`config.mk`:
```
export PLATFORM = sky130hd
export DESIGN_NAME = i2c_target
export DESIGN_NICKNAME = d
export VERILOG_FILES = /design/src/rtl/i2c_target.sv
export SDC_FILE = /design/constraint.sdc
export NUM_CORES = 1
export LEC_CHECK = 0
export ABC_CLOCK_PERIOD_IN_PS = 2180
export BUFFER_PORTS_ARGS = -buffer_cell sky130_fd_sc_hd__buf_4
export CAP_MARGIN = 20
export CORE_MARGIN = 3
export CORE_UTILIZATION = 42
export CTS_BUF_LIST = sky130_fd_sc_hd__clkbuf_16
export CTS_CLUSTER_DIAMETER = 120
export CTS_CLUSTER_SIZE = 20
export DETAILED_ROUTE_END_ITERATION = 12
export GPL_TIMING_DRIVEN = 0
export PLACE_DENSITY = 0.71
export SLEW_MARGIN = 10
export SYNTH_ARGS = -nofsm -noshare
export SYNTH_HDL_FRONTEND = slang
export SYNTH_SLANG_ARGS = --single-unit
```
`constraint.sdc`:
```
create_clock -name clk -period 2.18 [get_ports clk]
set_input_delay 0.545 -clock clk [delete_from_list [all_inputs] [get_ports clk]]
set_output_delay 0.545 -clock clk [all_outputs]
set_load 0.02 [all_outputs]
```
`src/rtl/i2c_target.sv`:
```
`default_nettype none
// ============================================================================
// Module   : i2c_target
// Brief    : I2C target exposing a 4 x 8-bit register file to an external
//            master, with a local read/write port onto the same registers.
// Revision : 1.0 - initial release
// ============================================================================
module i2c_target #(
    parameter logic [6:0] TGT_ADDR    = 7'h42,
    parameter int         SYNC_STAGES = 2
) (
    input  logic       clk,
    input  logic       rstn,
    input  logic       scl,
    input  logic       sda_in,
    output logic       sda_oe,
    input  logic [1:0] loc_addr,
    input  logic       loc_wr,
    input  logic [7:0] loc_wdata,
    output logic [7:0] loc_rdata,
    output logic       i2c_wr_pulse,
    output logic       busy
);

    typedef enum logic [3:0] {
        c_st_idle      = 4'd0,
        c_st_addr      = 4'd1,
        c_st_ack_addr  = 4'd2,
        c_st_wr_ptr    = 4'd3,
        c_st_wr_data   = 4'd4,
        c_st_wr_ack    = 4'd5,
        c_st_rd_byte   = 4'd6,
        c_st_rd_ack    = 4'd7,
        c_st_idle_wait = 4'd8
    } state_t;

    logic [SYNC_STAGES-1:0] r_scl_sync;
    logic [SYNC_STAGES-1:0] r_sda_sync;
    logic                   r_scl_d;
    logic                   r_sda_d;

    state_t      r_state, w_state_nx;
    logic [2:0]  r_cnt, w_cnt_nx;
    logic [7:0]  r_shift, w_shift_nx;
    logic        r_done, w_done_nx;
    logic        r_rw, w_rw_nx;
    logic        r_mack, w_mack_nx;
    logic        r_sda_oe, w_sda_oe_nx;
    logic        r_busy, w_busy_nx;
    logic [1:0]  r_ptr, w_ptr_nx;
    logic [7:0]  r_regs [4];

    logic        w_scl, w_sda;
    logic        w_scl_rise, w_scl_fall, w_start, w_stop;
    logic [7:0]  w_byte;
    logic        w_i2c_we;
    logic [1:0]  w_i2c_waddr;
    logic [7:0]  w_i2c_wdata;

    // Idle-high reset values keep the first synchronized samples from faking a START/STOP.
    always_ff @(posedge clk or negedge rstn) begin
        if (!rstn) begin
            r_scl_sync <= '1;
            r_sda_sync <= '1;
            r_scl_d    <= 1'b1;
            r_sda_d    <= 1'b1;
        end else begin
            r_scl_sync <= {r_scl_sync[SYNC_STAGES-2:0], scl};
            r_sda_sync <= {r_sda_sync[SYNC_STAGES-2:0], sda_in};
            r_scl_d    <= w_scl;
            r_sda_d    <= w_sda;
        end
    end

    assign w_scl      = r_scl_sync[SYNC_STAGES-1];
    assign w_sda      = r_sda_sync[SYNC_STAGES-1];
    assign w_scl_rise = w_scl & ~r_scl_d;
    assign w_scl_fall = ~w_scl & r_scl_d;
    assign w_start    = w_scl & r_scl_d & r_sda_d & ~w_sda;
    assign w_stop     = w_scl & r_scl_d & ~r_sda_d & w_sda;
    assign w_byte     = {r_shift[6:0], w_sda};

    always_ff @(posedge clk or negedge rstn) begin
        if (!rstn) begin
            r_state  <= c_st_idle;
            r_cnt    <= 3'd0;
            r_shift  <= 8'd0;
            r_done   <= 1'b0;
            r_rw     <= 1'b0;
            r_mack   <= 1'b1;
            r_sda_oe <= 1'b0;
            r_busy   <= 1'b0;
            r_ptr    <= 2'd0;
        end else begin
            r_state  <= w_state_nx;
            r_cnt    <= w_cnt_nx;
            r_shift  <= w_shift_nx;
            r_done   <= w_done_nx;
            r_rw     <= w_rw_nx;
            r_mack   <= w_mack_nx;
            r_sda_oe <= w_sda_oe_nx;
            r_busy   <= w_busy_nx;
            r_ptr    <= w_ptr_nx;
        end
    end

    always_comb begin
        w_state_nx  = r_state;
        w_cnt_nx    = r_cnt;
        w_shift_nx  = r_shift;
        w_done_nx   = r_done;
        w_rw_nx     = r_rw;
        w_mack_nx   = r_mack;
        w_sda_oe_nx = r_sda_oe;
        w_busy_nx   = r_busy;
        w_ptr_nx    = r_ptr;
        w_i2c_we    = 1'b0;
        w_i2c_waddr = r_ptr;
        w_i2c_wdata = w_byte;

        if (w_start) begin
            w_state_nx  = c_st_addr;
            w_cnt_nx    = 3'd0;
            w_done_nx   = 1'b0;
            w_sda_oe_nx = 1'b0;
        end else if (w_stop) begin
            w_state_nx  = c_st_idle;
            w_done_nx   = 1'b0;
            w_sda_oe_nx = 1'b0;
            w_busy_nx   = 1'b0;
        end else begin
            case (r_state)
                c_st_addr: begin
                    if (w_scl_rise) begin
                        w_shift_nx = w_byte;
                        w_cnt_nx   = r_cnt + 3'd1;
                        w_done_nx  = (r_cnt == 3'd7);
                    end else if (w_scl_fall && r_done) begin
                        w_done_nx = 1'b0;
                        if (r_shift[7:1] == TGT_ADDR) begin
                            w_sda_oe_nx = 1'b1;
                            w_busy_nx   = 1'b1;
                            w_rw_nx     = r_shift[0];
                            w_state_nx  = c_st_ack_addr;
                        end else begin
                            w_sda_oe_nx = 1'b0;
                            w_busy_nx   = 1'b0;
                            w_state_nx  = c_st_idle;
                        end
                    end
                end
                c_st_ack_addr: begin
                    if (w_scl_fall) begin
                        w_cnt_nx = 3'd0;
                        if (r_rw) begin
                            w_shift_nx  = r_regs[r_ptr];
                            w_sda_oe_nx = ~r_regs[r_ptr][7];
                            w_ptr_nx    = r_ptr + 2'd1;
                            w_state_nx  = c_st_rd_byte;
                        end else begin
                            w_sda_oe_nx = 1'b0;
                            w_state_nx  = c_st_wr_ptr;
                        end
                    end
                end
                c_st_wr_ptr, c_st_wr_data: begin
                    if (w_scl_rise) begin
                        w_shift_nx = w_byte;
                        w_cnt_nx   = r_cnt + 3'd1;
                        if (r_cnt == 3'd7) begin
                            w_done_nx = 1'b1;
                            if (r_state == c_st_wr_ptr) begin
                                w_ptr_nx = w_byte[1:0];
                            end else begin
                                w_i2c_we = 1'b1;
                                w_ptr_nx = r_ptr + 2'd1;
                            end
                        end
                    end else if (w_scl_fall && r_done) begin
                        w_done_nx   = 1'b0;
                        w_sda_oe_nx = 1'b1;
                        w_state_nx  = c_st_wr_ack;
                    end
                end
                c_st_wr_ack: begin
                    if (w_scl_fall) begin
                        w_sda_oe_nx = 1'b0;
                        w_cnt_nx    = 3'd0;
                        w_state_nx  = c_st_wr_data;
                    end
                end
                c_st_rd_byte: begin
                    if (w_scl_rise) begin
                        w_cnt_nx  = r_cnt + 3'd1;
                        w_done_nx = (r_cnt == 3'd7);
                    end else if (w_scl_fall) begin
                        if (r_done) begin
                            w_done_nx   = 1'b0;
                            w_sda_oe_nx = 1'b0;
                            w_state_nx  = c_st_rd_ack;
                        end else begin
                            w_shift_nx  = {r_shift[6:0], 1'b0};
                            w_sda_oe_nx = ~r_shift[6];
                        end
                    end
                end
                c_st_rd_ack: begin
                    if (w_scl_rise) begin
                        w_mack_nx = w_sda;
                    end else if (w_scl_fall) begin
                        if (!r_mack) begin
                            w_shift_nx  = r_regs[r_ptr];
                            w_sda_oe_nx = ~r_regs[r_ptr][7];
                            w_ptr_nx    = r_ptr + 2'd1;
                            w_cnt_nx    = 3'd0;
                            w_state_nx  = c_st_rd_byte;
                        end else begin
                            w_sda_oe_nx = 1'b0;
                            w_state_nx  = c_st_idle_wait;
                        end
                    end
                end
                default: ;
            endcase
        end
    end

    // The local write is applied last so it wins a same-register collision.
    always_ff @(posedge clk or negedge rstn) begin
        if (!rstn) begin
            for (int i = 0; i < 4; i++) begin
                r_regs[i] <= 8'd0;
            end
        end else begin
            if (w_i2c_we) begin
                r_regs[w_i2c_waddr] <= w_i2c_wdata;
            end
            if (loc_wr) begin
                r_regs[loc_addr] <= loc_wdata;
            end
        end
    end

    assign sda_oe       = r_sda_oe;
    assign busy         = r_busy;
    assign i2c_wr_pulse = w_i2c_we;
    assign loc_rdata    = r_regs[loc_addr];

endmodule
`default_nettype wire

```
# --- Word-level counts from Yosys, hierarchy flattened ---
# Index checks and enable logic that the tools add are counted.
word_totals:
  register_bits: 60
  in_bits: 15
  out_inout_bits: 11
  wordCells: 195
classes:
  n_addsub: 2
  eq_ne: 40
  n_reduce_logical: 23
  n_mux: 91
  bitwise: 18
  order_cmp: 4
op_table:
  columns: ["operator", "count"]
  rows:
  - ["8-bit 2-to-1 mux", 15]
  - ["32-bit bitwise mux", 2]
  - ["32-bit 2-to-1 mux", 2]
  - ["4-bit 2-to-1 mux", 14]
  - ["4-bit != test (second input constant)", 11]
  - ["8-bit binary-select mux with 2-bit select", 2]
  - ["8-bit demux with 2-bit select", 2]
  - ["8-bit one-hot mux with 4 select lines", 1]
  - ["1-bit 2-to-1 mux", 31]
  - ["3-bit 2-to-1 mux", 8]
  - ["4-bit one-hot mux with 6 select lines", 1]
  - ["12-bit AND reduction", 2]
  - ["2-bit != test (second input constant)", 11]
  - ["2-bit 2-to-1 mux", 9]
  - ["4-bit by 3-bit equality test with 1-bit output (second input constant)", 4]
  - ["11-bit AND reduction", 1]
  - ["5-bit != test (second input constant)", 2]
  - ["10-bit AND reduction", 1]
  - ["3-bit != test (second input constant)", 3]
  - ["1-bit NOT", 9]
  - ["3-bit one-hot mux with 3 select lines", 1]
  - ["4-bit by 2-bit equality test with 1-bit output (second input constant)", 2]
  - ["4-bit AND reduction", 2]
  - ["4-bit nonzero test", 2]
  - ["other kinds (25)", 40]

# --- Depth between registers and ports, before layout ---
# Gate-level depths: netlist (run 1).
logic_depth:
  depth_word: 11
  depth_mapped: 9
  mapped_depth_nobuf: 7

# --- Least setup slack after synthesis (run 1) ---
# Ideal clock, no wire load.
synth_timing:
  path_kind: "reg-to-reg"
  from: "register r_scl_d"
  to: "register r_shift[0]"
  required_ps: 2055
  setup_time_ps: 125
  period_less_slack_ps: 2121
  t_arrival_ps: 1997
  n_path_buf: 2
  stages_incl_launch_ff: 10
  path_slack_ps: 59
  path_cell_list: "dfstp_2 -> inv_1 -> ha_1 -> clkbuf_1 -> nor2_1 -> a21oi_1 -> nor3_2 -> and3_1 -> buf_4 -> mux2_2"
synth_between:
  elab_chain_len: 5
  word_cells_on_any_way: 17
  classes_between: "eq/ne (6); bitwise (10); reduce/logical (1)"
synth_rtl:
  columns: ["item", "line", "rtl"]
  rows:
  - ["start, declared", "39", "logic r_scl_d;"]
  - ["start signal, assigned", "70", "r_scl_d <= w_scl;"]
  - ["1-bit bitwise AND", "79, 80", null]
  - ["1-bit bitwise AND, on equally long branches (2 in a row)", "80, 79", null]
  - ["1-bit NOT (no line)", null, null]
  - ["12-bit AND reduction (no line) *", null, null]
  - ["end signal, assigned", "97", "r_shift <= w_shift_nx;"]
  - ["end, declared", "44", "logic [7:0] r_shift, w_shift_nx;"]
# Every way passes the cells marked *; elsewhere a longest branch is shown, timed or not.
# A chain may end at the register's enable or synchronous reset.

# --- Worst setup path in the final report (run 1) ---
layout_timing:
  from: "register r_scl_d"
  to: "output port i2c_wr_pulse"
layout_between:
  elab_chain_len: 6
  word_cells_on_any_way: 11
  classes_between: "mux (4); bitwise (7)"
layout_rtl:
  columns: ["item", "line", "rtl"]
  rows:
  - ["1-bit NOT", "77", "assign w_scl_rise = w_scl & ~r_scl_d;"]
  - ["1-bit bitwise AND", "77", null]
  - ["1-bit 2-to-1 mux", "167", "if (w_scl_rise) begin"]
  - ["1-bit 2-to-1 mux", "132", "case (r_state)"]
  - ["1-bit 2-to-1 mux", "126", "end else if (w_stop) begin"]
  - ["1-bit 2-to-1 mux *", "121", "if (w_start) begin"]
  - ["end, declared", "21", "output logic i2c_wr_pulse,"]
# Marks and branches as above.

==> metrics.txt, run 1 <==
CP max FO 3; Max Fclk 458 MHz; number of global-route vias before repair ~2900; final hold violation count 0; Reg clk slew, reported paths approximately 0.05 ns; PortBufs 25; most frequent cells in the layout dfrtp_1, mux2i_1, nand2_1; Netlist cell types 57; Post-Synth Adder-Cell Area between 3 and 4%; GRT overflow 0; CP Buf/Inv Count 2; CP Cell Sequence inv_1 -> ha_1 -> and3b_1 -> and3_4 -> buf_6; overall routed net length 9540 um; Syn Nets roughly 380; Worst R2R Path Depth 9; Core Region 0.00842 mm2; setup TNS -0.00479 ns; sequential fraction of the synthesis area between 40% and 50%; Pins Over Slew Limit 0; status complete, but fails checks; chip width roughly 100 um; maxcap violations 0; FF-to-FF Start r_scl_d; max incr delay on CP 0.56 ns; TritonCTS clock tree yes; worst slack at placement -0.199 ns; Mapped Cells roughly 350; DRC Markers 0; reg2reg end r_shift[6]; Die H between 100 and 150 um; Main synth FF type dfrtp_1; clock sink total 60; asr flop ratio synth 100%; RSZ-0062 raised after global routing yes; NumNets Final roughly 420; Synth Cell Area between 0.003 and 0.004 mm2; first-pass GRT wire length around 15000 um; RD Place Congestion slightly above 0.9; Synth Area per Inst 10.5 um2; GRT Util Overall around 20%; Worst EP arrival about 1.6 ns; initial drt markers 305; Setup violations, final 1; DR vias/cell between 6 and 7; Period Utilization, post-route 100%; final worst setup slack -0.00479 ns; die area between 0.01 and 0.015 mm2; site row count 33; maximum number of pins on one net before global-route repair 61; Initial Utilization roughly 44%; Yosys reg bits 60; crit path kind reg2out; initial antenna violation count 0; Clock Root Buffer clkbuf_16; # IOs 26; simple-gate portion of the synthesized area 14.2%; Synth Area in Compound Gates between 10% and 20%; Ant. Diodes 0; Static Leak between 2 and 2.5 nW; Setup crit start kind register; xor/xnor share of the synthesized area 0%; number of synthesis warnings 0; TritonCTS Buffers 9; Crit. End Element output pin; Slew @ Worst Pin ~1 ns; EDFF count, synth 0; Crit path required time ~1.6 ns; WL per Instance about 19 um; clk buf depth 2; drt pass-1 iters 5; worst reg2reg setup slack around 0.09 ns; Peak VDD IR ~0.75 mV; crit-path leading delay family flip-flops; Pwr per Cell Area 1130 mW/mm2; DP HPWL between 6000 and 7000 um; Rel. slew slack between 30% and 40%; Vias roughly 3100; Worst Hold Class in2async; commonest non-fill, non-tap cell in the layout dfrtp_1; Post-CTS Hold Buffers 0; min Tclk post-route between 2 and 2.5 ns; layout cells sized above 1 28.6%; Final Skew around 0.0055 ns; failing checks setup timing; htree depth 3; Post-DRT Antenna Nets 0; Clock Latency Late Sink 0.32 ns; Finished Core Util a little over half; worst-case hold slack ~0.29 ns; DP Area between 0.004 and 0.005 mm2; largest family of logic cells by synthesized area multiplexers; mux contribution to synthesized area between 20% and 30%; Area growth syn-to-layout 19.9%; Final Cell Area around 0.0045 mm2; slowest CP cell dfstp_2
layer usage:
metal / global-route usage (%) / up-vias / routed length, um
li1: - / 1398 / -
met1: 29.2 / 1528 / 4260
met2: 29.4 / 136 / 4480
met3: 3.20 / 16 / 609
met4: 8.60 / 0 / 195
met5: 0 / - / 0
worst max-delay path by stage:
| stage | startpoint | to | slack, ns | depth (start not counted) |
|---|---|---|---|---|
| final | r_scl_d | i2c_wr_pulse | -0.005 | 5 |
| after global routing | r_scl_sync[1] | i2c_wr_pulse | -0.08 | 5 |
| after CTS | r_cnt[0] | i2c_wr_pulse | -0.07 | 5 |
| after detailed placement | r_scl_d | r_shift[6] | -0.20 | 9 |
| after global placement | r_scl_d | r_shift[4] | -0.19 | 9 |
| after floorplan | r_scl_d | r_shift[0] | 0.06 | 9 |
cell families after synthesis:
logic type	count (synthesis)
compound gates	85
fa+ha+maj	9
buf+inv	31
flops	60
mux	67
simple gates	102
report_power, final:
group | switching, W | internal, W | leakage (nW)
sequential | 0.000283 | 0.00138 | 0.710
clock | 0.000484 | 0.000869 | 0.149
combinational | 0.00103 | 0.00102 | 1.22
metrics by stage:
stage,total power (W),instances
6_report,0.00506,504
4_1_cts,0.00502,501
5_1_grt,0.00537,504
3_5_place_dp,0.00361,484
3_3_place_gp,0.00357,484
2_1_floorplan,0.00308,354
synth_stat cells (2+ instances only):
library cell	instances	share of area [%]
a2111oi_0	2	0.47
a211o_1	2	0.47
a21oi_1	31	4.2
a22o_1	3	0.71
a22oi_1	2	0.40
a31oi_1	2	0.34
and2_1	2	0.34
and3_1	4	0.67
and3b_1	2	0.47
and4_1	2	0.47
buf_1	5	0.50
buf_2	5	0.67
clkbuf_1	9	0.91
dfrtp_1	53	36
dfstp_2	7	4.9
ha_1	9	3.0
inv_1	10	1.0
mux2_2	17	5.1
mux2i_1	34	9.1
mux4_2	16	9.7
nand2_1	33	3.3
nand2_2	5	0.84
nand2b_1	5	0.84
nand3b_1	4	0.81
nor2_1	24	2.4
nor2b_1	5	0.84
nor3_1	3	0.40
nor3b_1	4	0.81
o211ai_1	2	0.40
o21ai_0	22	3.0
o31ai_1	2	0.40
o41ai_1	3	0.71
sequential cells by signal, indices dropped and copies added (netlist names), 2 cells and up:
name        cells
r_ptr           2
r_scl_sync      2
r_state         4
r_cnt           3
r_regs         32
r_sda_sync      2
r_shift         8
cell type report:
cell class | count | area [um2]
repair buffers | 31 | 236
flip-flops and latches | 60 | 1510
clock inverters | 7 | 60.1
plain buffers | 19 | 113
multi-input cells | 263 | 2150
inverters | 10 | 37.5
clock buffers | 9 | 225
well taps | 105 | 131
fillers | 778 | 3960
what timing repair did:
| item | in CTS | in global routing |
|---|---|---|
| setup buffers | 2 | 4 |
| pin swaps | 2 | 5 |
| gates resized for setup | 12 | 17 |
| endpoints found under the setup margin | 52 | 46 |
Note: power is estimated with default switching activity, not from simulation.
==> inputs of run 2 (changes only) <==
Settings changed: RECOVER_POWER set to 25.
==> run 2 against run 1 <==
Compared with the run above: largest cell class unchanged; critical path depth stayed put; setup slack worse by 0.00066 ns; maximum frequency hardly changed; sequential power barely moved; clock-buffer cell count is the same; clock power about the same; power about the same; final cell count did not move; non-clock buffer count is the same; global-route usage is the same; first-iteration DRC count is 2.0% lower; die area unchanged; highest routed layer unchanged; the run ends with capacitance limit, slew limit, setup timing left.
==> metrics.txt, run 2 (synthesis gave the netlist of run 1 again) <==
chip width 100 um (unchanged); Max Fclk 458 MHz (about the same); Post-DRT Antenna Nets 0 (unchanged); Rel. slew slack -1.22% (-34 points); GRT overflow 0 (unchanged); maximum number of pins on one net before global-route repair 61 (unchanged); Reg clk slew, reported paths 0.05 ns (about the same); reg2reg end r_shift[6]; RSZ-0062 raised after global routing yes; Worst R2R Path Depth 9 (unchanged); first-pass GRT wire length 15300 um (unchanged); Clock Root Buffer clkbuf_16; min Tclk post-route 2.19 ns (+0.000659 ns); Vias 3064 (-0.45%); CP max FO 3 (unchanged); PortBufs 25 (unchanged); WL per Instance 18.9 um (-0.17%); Ant. Diodes 0 (unchanged); Pwr per Cell Area 1130 mW/mm2 (about the same); Area growth syn-to-layout 19.8% (about the same); clk buf depth 2 (unchanged); hold_sp sda_in; overall routed net length 9530 um (-0.17%); largest registers r_regs: 32 flops, r_shift: 8 flops, r_state: 4 flops; die area 0.0100 mm2 (unchanged); DP HPWL 6440 um (unchanged); Slew @ Worst Pin 1.52 ns (+0.519 ns); clock sink total 60 (unchanged); NumNets Final 418 (unchanged); Crit path required time 1.63 ns (about the same); htree depth 3 (unchanged); Setup violations, final 1 (unchanged); TritonCTS clock tree yes; most frequent cells in the layout dfrtp_1, mux2i_1, nand2_1; commonest non-fill, non-tap cell in the layout dfrtp_1; # IOs 26 (unchanged); max reg flops 32 (unchanged); Core Region 0.00842 mm2 (unchanged); final hold violation count 0 (unchanged); Clock Latency Late Sink 0.32 ns (about the same); Post-CTS Hold Buffers 0 (unchanged); DRC Markers 0 (unchanged); Inst Count DP 484 (unchanged); fin cells 504 (unchanged); initial antenna violation count 0 (unchanged); crit path kind reg2out; Worst EP arrival 1.64 ns (about the same); Initial Utilization 44.2% (unchanged); Die H 100 um (unchanged); drt pass-1 iters 5 (unchanged); number of global-route vias before repair 2866 (unchanged); Worst Hold Class in2reg; Final Skew 0.00517 ns (-0.000369 ns); status complete, but fails checks; site row count 33 (unchanged); DR vias/cell 6.08 (-0.45%); final worst setup slack -0.00545 ns (-0.000659 ns); failing checks capacitance limit, slew limit, setup timing; worst reg2reg setup slack 0.09 ns (about the same); uppermost layer routed met4; FF-to-FF Start r_scl_d; met2 wire len 4470 um (-0.20%); TritonCTS Buffers 9 (unchanged); hold path depth 1; layout cells sized above 1 28.6% (unchanged); Static Leak 2.08 nW (about the same); maxcap violations 1 (+1); Pins Over Slew Limit 61 (+61); Crit. End Element output pin; Worst Hold Path EP r_sda_sync[0]; Peak VDD IR 0.749 mV (about the same); worst-case hold slack 0.334 ns (+0.0414 ns); Setup crit start kind register; Period Utilization, post-route 100% (about the same); met1 WL 4240 um (-0.52%); GRT Util Overall 19.9% (unchanged); initial drt markers 299 (-2.0%); most flop-heavy register r_regs; metal3 WL 626 um (+2.8%); RD Place Congestion 0.918 (unchanged)
==> run 2: stage by stage <==
stage               total power [W]  setup WS (ns)  cell area, um2  TNS [ns]  utilization, %
floorplan                   0.00308         0.0586            3720         0               -
global placement            0.00357         -0.188            4040     -2.85            48.0
detailed placement          0.00361         -0.199            4040     -4.01            48.0
CTS                         0.00502        -0.0744            4380    -0.255            52.0
global route                0.00537        -0.0800            4460    -0.157            52.9
finish                      0.00506       -0.00545            4460  -0.00545            52.9
==> run 2: how the worst max path moves through the flow <==
stage	from	endpoint	cells past startpoint
floorplan	r_scl_d	r_shift[0]	9
global placement	r_scl_d	r_shift[4]	9
detailed placement	r_scl_d	r_shift[6]	9
CTS	r_cnt[0]	i2c_wr_pulse	5
global route	r_scl_sync[1]	i2c_wr_pulse	5
finish	r_scl_d	i2c_wr_pulse	5
==> run 2: final cells by class <==
cell class / count / area [um2]
fillers: 779 / 3970
multi-input cells: 263 / 2150
flip-flops and latches: 60 / 1510
repair buffers: 31 / 234
clock buffers: 9 / 225
well taps: 105 / 131
plain buffers: 19 / 113
clock inverters: 7 / 60.1
inverters: 10 / 37.5
==> run 2: what timing repair did <==
action	in CTS	in global routing
setup buffers	2	4
endpoints found under the setup margin	52	46
gates resized for setup	12	17
pin swaps	2	5
==> run 2: critical path, cell delays in order (launching register included) <==
cell     delay (ns)
dfstp_2        0.56
inv_1          0.05
ha_1           0.19
and3b_1        0.20
and3_4         0.19
buf_6          0.12
==> run 2: where the power goes <==
part / leakage, nW / total [W] / switching (W) / internal [W]
combinational: 1.22 / 0.00204 / 0.00103 / 0.00101
sequential: 0.710 / 0.00166 / 0.000283 / 0.00138
clock: 0.149 / 0.00135 / 0.000485 / 0.000869
total: 2.08 / 0.00506 / 0.00179 / 0.00326
==> run 2: routing by layer <==
metal / up-vias / global-route usage (%)
met5: - / 0
met4: 0 / 8.60
met3: 15 / 3.20
met2: 133 / 29.4
met1: 1519 / 29.2
li1: 1397 / -
==> inputs of run 3 (changes only) <==
Settings changed: CORE_MARGIN 3 to 8, PLACE_DENSITY 0.71 to 0.64.
==> run 3 against run 2 <==
Compared with the run above: power is 1.9% higher; largest cell class unchanged; sequential share of layout area down 0.33 points; critical endpoint unchanged; flip-flop and latch count is the same; combinational power is 4% higher; non-clock buffer count is 2 higher; first-iteration DRC count is 46% lower; setup slack got worse by 0.035 ns; design area grew 0.98%; critical path depth unchanged; the flow still finishes with violations (capacitance limit, slew limit, setup timing); clock skew rose by 0.0024 ns; die area rose by 21%; clock power about the same.
==> metrics.txt, run 3 (synthesis gave the netlist of run 1 again) <==
Crit. End Element output pin; min Tclk post-route 2.22 ns (+0.0347 ns); DP HPWL 6800 um (+5.7%); most flop-heavy register r_regs; final worst setup slack -0.0402 ns (-0.0347 ns); failing checks capacitance limit, slew limit, setup timing; GRT overflow 0 (unchanged); clock sink total 60 (unchanged); initial drt markers 161 (-46%); Slew @ Worst Pin 1.55 ns (+0.0277 ns); slowest CP cell dfstp_2; Post-DRT Antenna Nets 0 (unchanged); Die H 110 um (+10%); Reg clk slew, reported paths 0.05 ns (about the same); Max Fclk 450 MHz (-1.6%); layout cells sized above 1 28.4% (-0.14 points); Ant. Diodes 0 (unchanged); clk buf depth 2 (unchanged); hold path depth 1 (unchanged); Setup violations, final 1 (unchanged); TritonCTS Buffers 9 (unchanged); Clock Root Buffer clkbuf_16; number of stages on the worst setup path 5 (unchanged); Internal Pwr Total 0.00329 W (+0.69%); Pwr per Cell Area 1150 mW/mm2 (+0.90%); Comb power frac 41.2% (+0.9 points); number of global-route vias before repair 3038 (+6.0%); Rel. slew slack -3.07% (-1.8 points); Setup crit start kind register; Core Region 0.00864 mm2 (+2.5%); drt pass-1 iters 5 (unchanged); CP Cell Sequence ha_4 -> nand3b_1 -> and2_4 -> and3_4 -> buf_6; Clock power frac 26.6% (-0.2 points); chip width 110 um (+10%); Static Leak 2.08 nW (about the same); PortBufs 25 (unchanged); DRC Markers 0 (unchanged); # IOs 26 (unchanged); met2 wire len 4820 um (+7.9%); worst-case hold slack 0.325 ns (-0.00973 ns); Final Cell Area 0.00450 mm2 (+0.98%); Worst R2R Path Depth 8 (-1); Seq pwr share 32.2% (-0.7 points); Period Utilization, post-route 102% (+1.6 points); NumNets Final 420 (+0.48%); Worst Hold Class in2reg; Area growth syn-to-layout 21.0%; crit path kind reg2out; most frequent cells in the layout dfrtp_1, mux2i_1, nand2_1; met1 WL 4580 um (+8.1%); maxcap violations 1 (unchanged); crit-path leading delay family flip-flops; Clock Latency Late Sink 0.33 ns (about the same); final hold violation count 0 (unchanged); RD Place Congestion 0.905 (-1.4%); die area 0.0121 mm2 (+21%); WL per Instance 20.1 um (+6.4%); DR vias/cell 6.02 (-1.0%); first-pass GRT wire length 16500 um (+7.6%); Pins Over Slew Limit 61 (unchanged); CP max FO 4 (+1); overall routed net length 10200 um (+7.5%); max incr delay on CP 0.58 ns (+0.02 ns); htree depth 3 (unchanged); metal3 WL 570 um (-8.9%); sw frac 36.2% (+0.76 points); switching power 0.00187 W (+4.1%); commonest non-fill, non-tap cell in the layout dfrtp_1; Post-CTS Hold Buffers 0 (unchanged); CP Buf/Inv Count 1 (-1); Crit path required time 1.63 ns (about the same); Fill cells 785 (+0.77%); maximum number of pins on one net before global-route repair 61 (unchanged); Vias 3063 (-0.033%); Initial Utilization 43.1% (-1.1 points); initial antenna violation count 0 (unchanged); Worst EP arrival 1.68 ns (+0.04 ns); DP Area 0.00404 mm2 (about the same); GRT Util Overall 17.8% (-2.1 points); Peak VDD IR 0.521 mV (-30%); RSZ-0062 raised after global routing yes; max reg flops 32 (unchanged); Final Skew 0.00758 ns (+0.00241 ns); TritonCTS clock tree yes; status complete, but fails checks; site row count 34 (+3.0%); largest registers r_regs: 32 flops, r_shift: 8 flops, r_state: 4 flops; uppermost layer routed met4
-- run 3: cell type report --
class,instances,area (um2),area share (%)
clock inverters,7,57.6,1.28
plain buffers,18,100,2.22
repair buffers,34,256,5.70
well taps,108,135,3.00
clock buffers,9,225,5.00
flip-flops and latches,60,1510,33.5
inverters,10,37.5,0.834
multi-input cells,263,2180,48.4
-- run 3: power by group through the flow --
| stage | combinational (W) | sequential (W) | clock (W) |
|---|---|---|---|
| 2_1_floorplan | 0.00149 | 0.00158 | 0 |
| 3_3_place_gp | 0.00195 | 0.00165 | 0 |
| 3_5_place_dp | 0.00197 | 0.00167 | 0 |
| 4_1_cts | 0.00202 | 0.00165 | 0.00139 |
| 5_1_grt | 0.00230 | 0.00170 | 0.00144 |
| 6_report | 0.00213 | 0.00166 | 0.00137 |
-- run 3: worst paths after layout --
kind | startpoint | endpoint | slack, ns
max | r_scl_sync[1] | i2c_wr_pulse | -0.04
min reg2reg | r_scl_sync[0] | r_scl_sync[1] | 0.36
min | sda_in | r_sda_sync[0] | 0.32
min in group asynchronous | rstn | r_cnt[1] | 0.59
max in group asynchronous | rstn | r_regs[30] | 0.64
max reg2reg | r_scl_sync[1] | r_shift[2] | 0.01
-- run 3: timing repair --
action                     CTS  global route
hold endpoints to repair     0             0
cloned                       0             0
resized for setup           16            14
buffers inserted             6             3
pin swaps                    4             8
setup endpoints to repair   54            49
-- run 3: worst reg2reg max path, stage by stage (launching register included) --
cell and delay, ns:
dfstp_2 0.58, ha_1 0.20, clkbuf_8 0.17, buf_4 0.13, inv_1 0.08, o211ai_1 0.18
and3_1 0.20, buf_6 0.16, mux2_2 0.35
-- run 3: stage by stage --
stage	util [%]	std cells	TNS, ns	setup WS [ns]	total power, W
4_1_cts	51.2	507	-1.40	-0.0840	0.00507
3_3_place_gp	46.8	487	-6.43	-0.309	0.00360
5_1_grt	52.1	509	-0.521	-0.0862	0.00543
2_1_floorplan	-	354	0	0.0586	0.00308
3_5_place_dp	46.8	487	-6.83	-0.293	0.00364
6_report	52.1	509	-0.0402	-0.0402	0.00515
-- run 3: layer usage --
layer / global-route usage (%) / vias up
li1: - / 1391
met1: 24.2 / 1535
met2: 27.5 / 116
met4: 7.33 / 0
met3: 3.43 / 21
met5: 0 / -
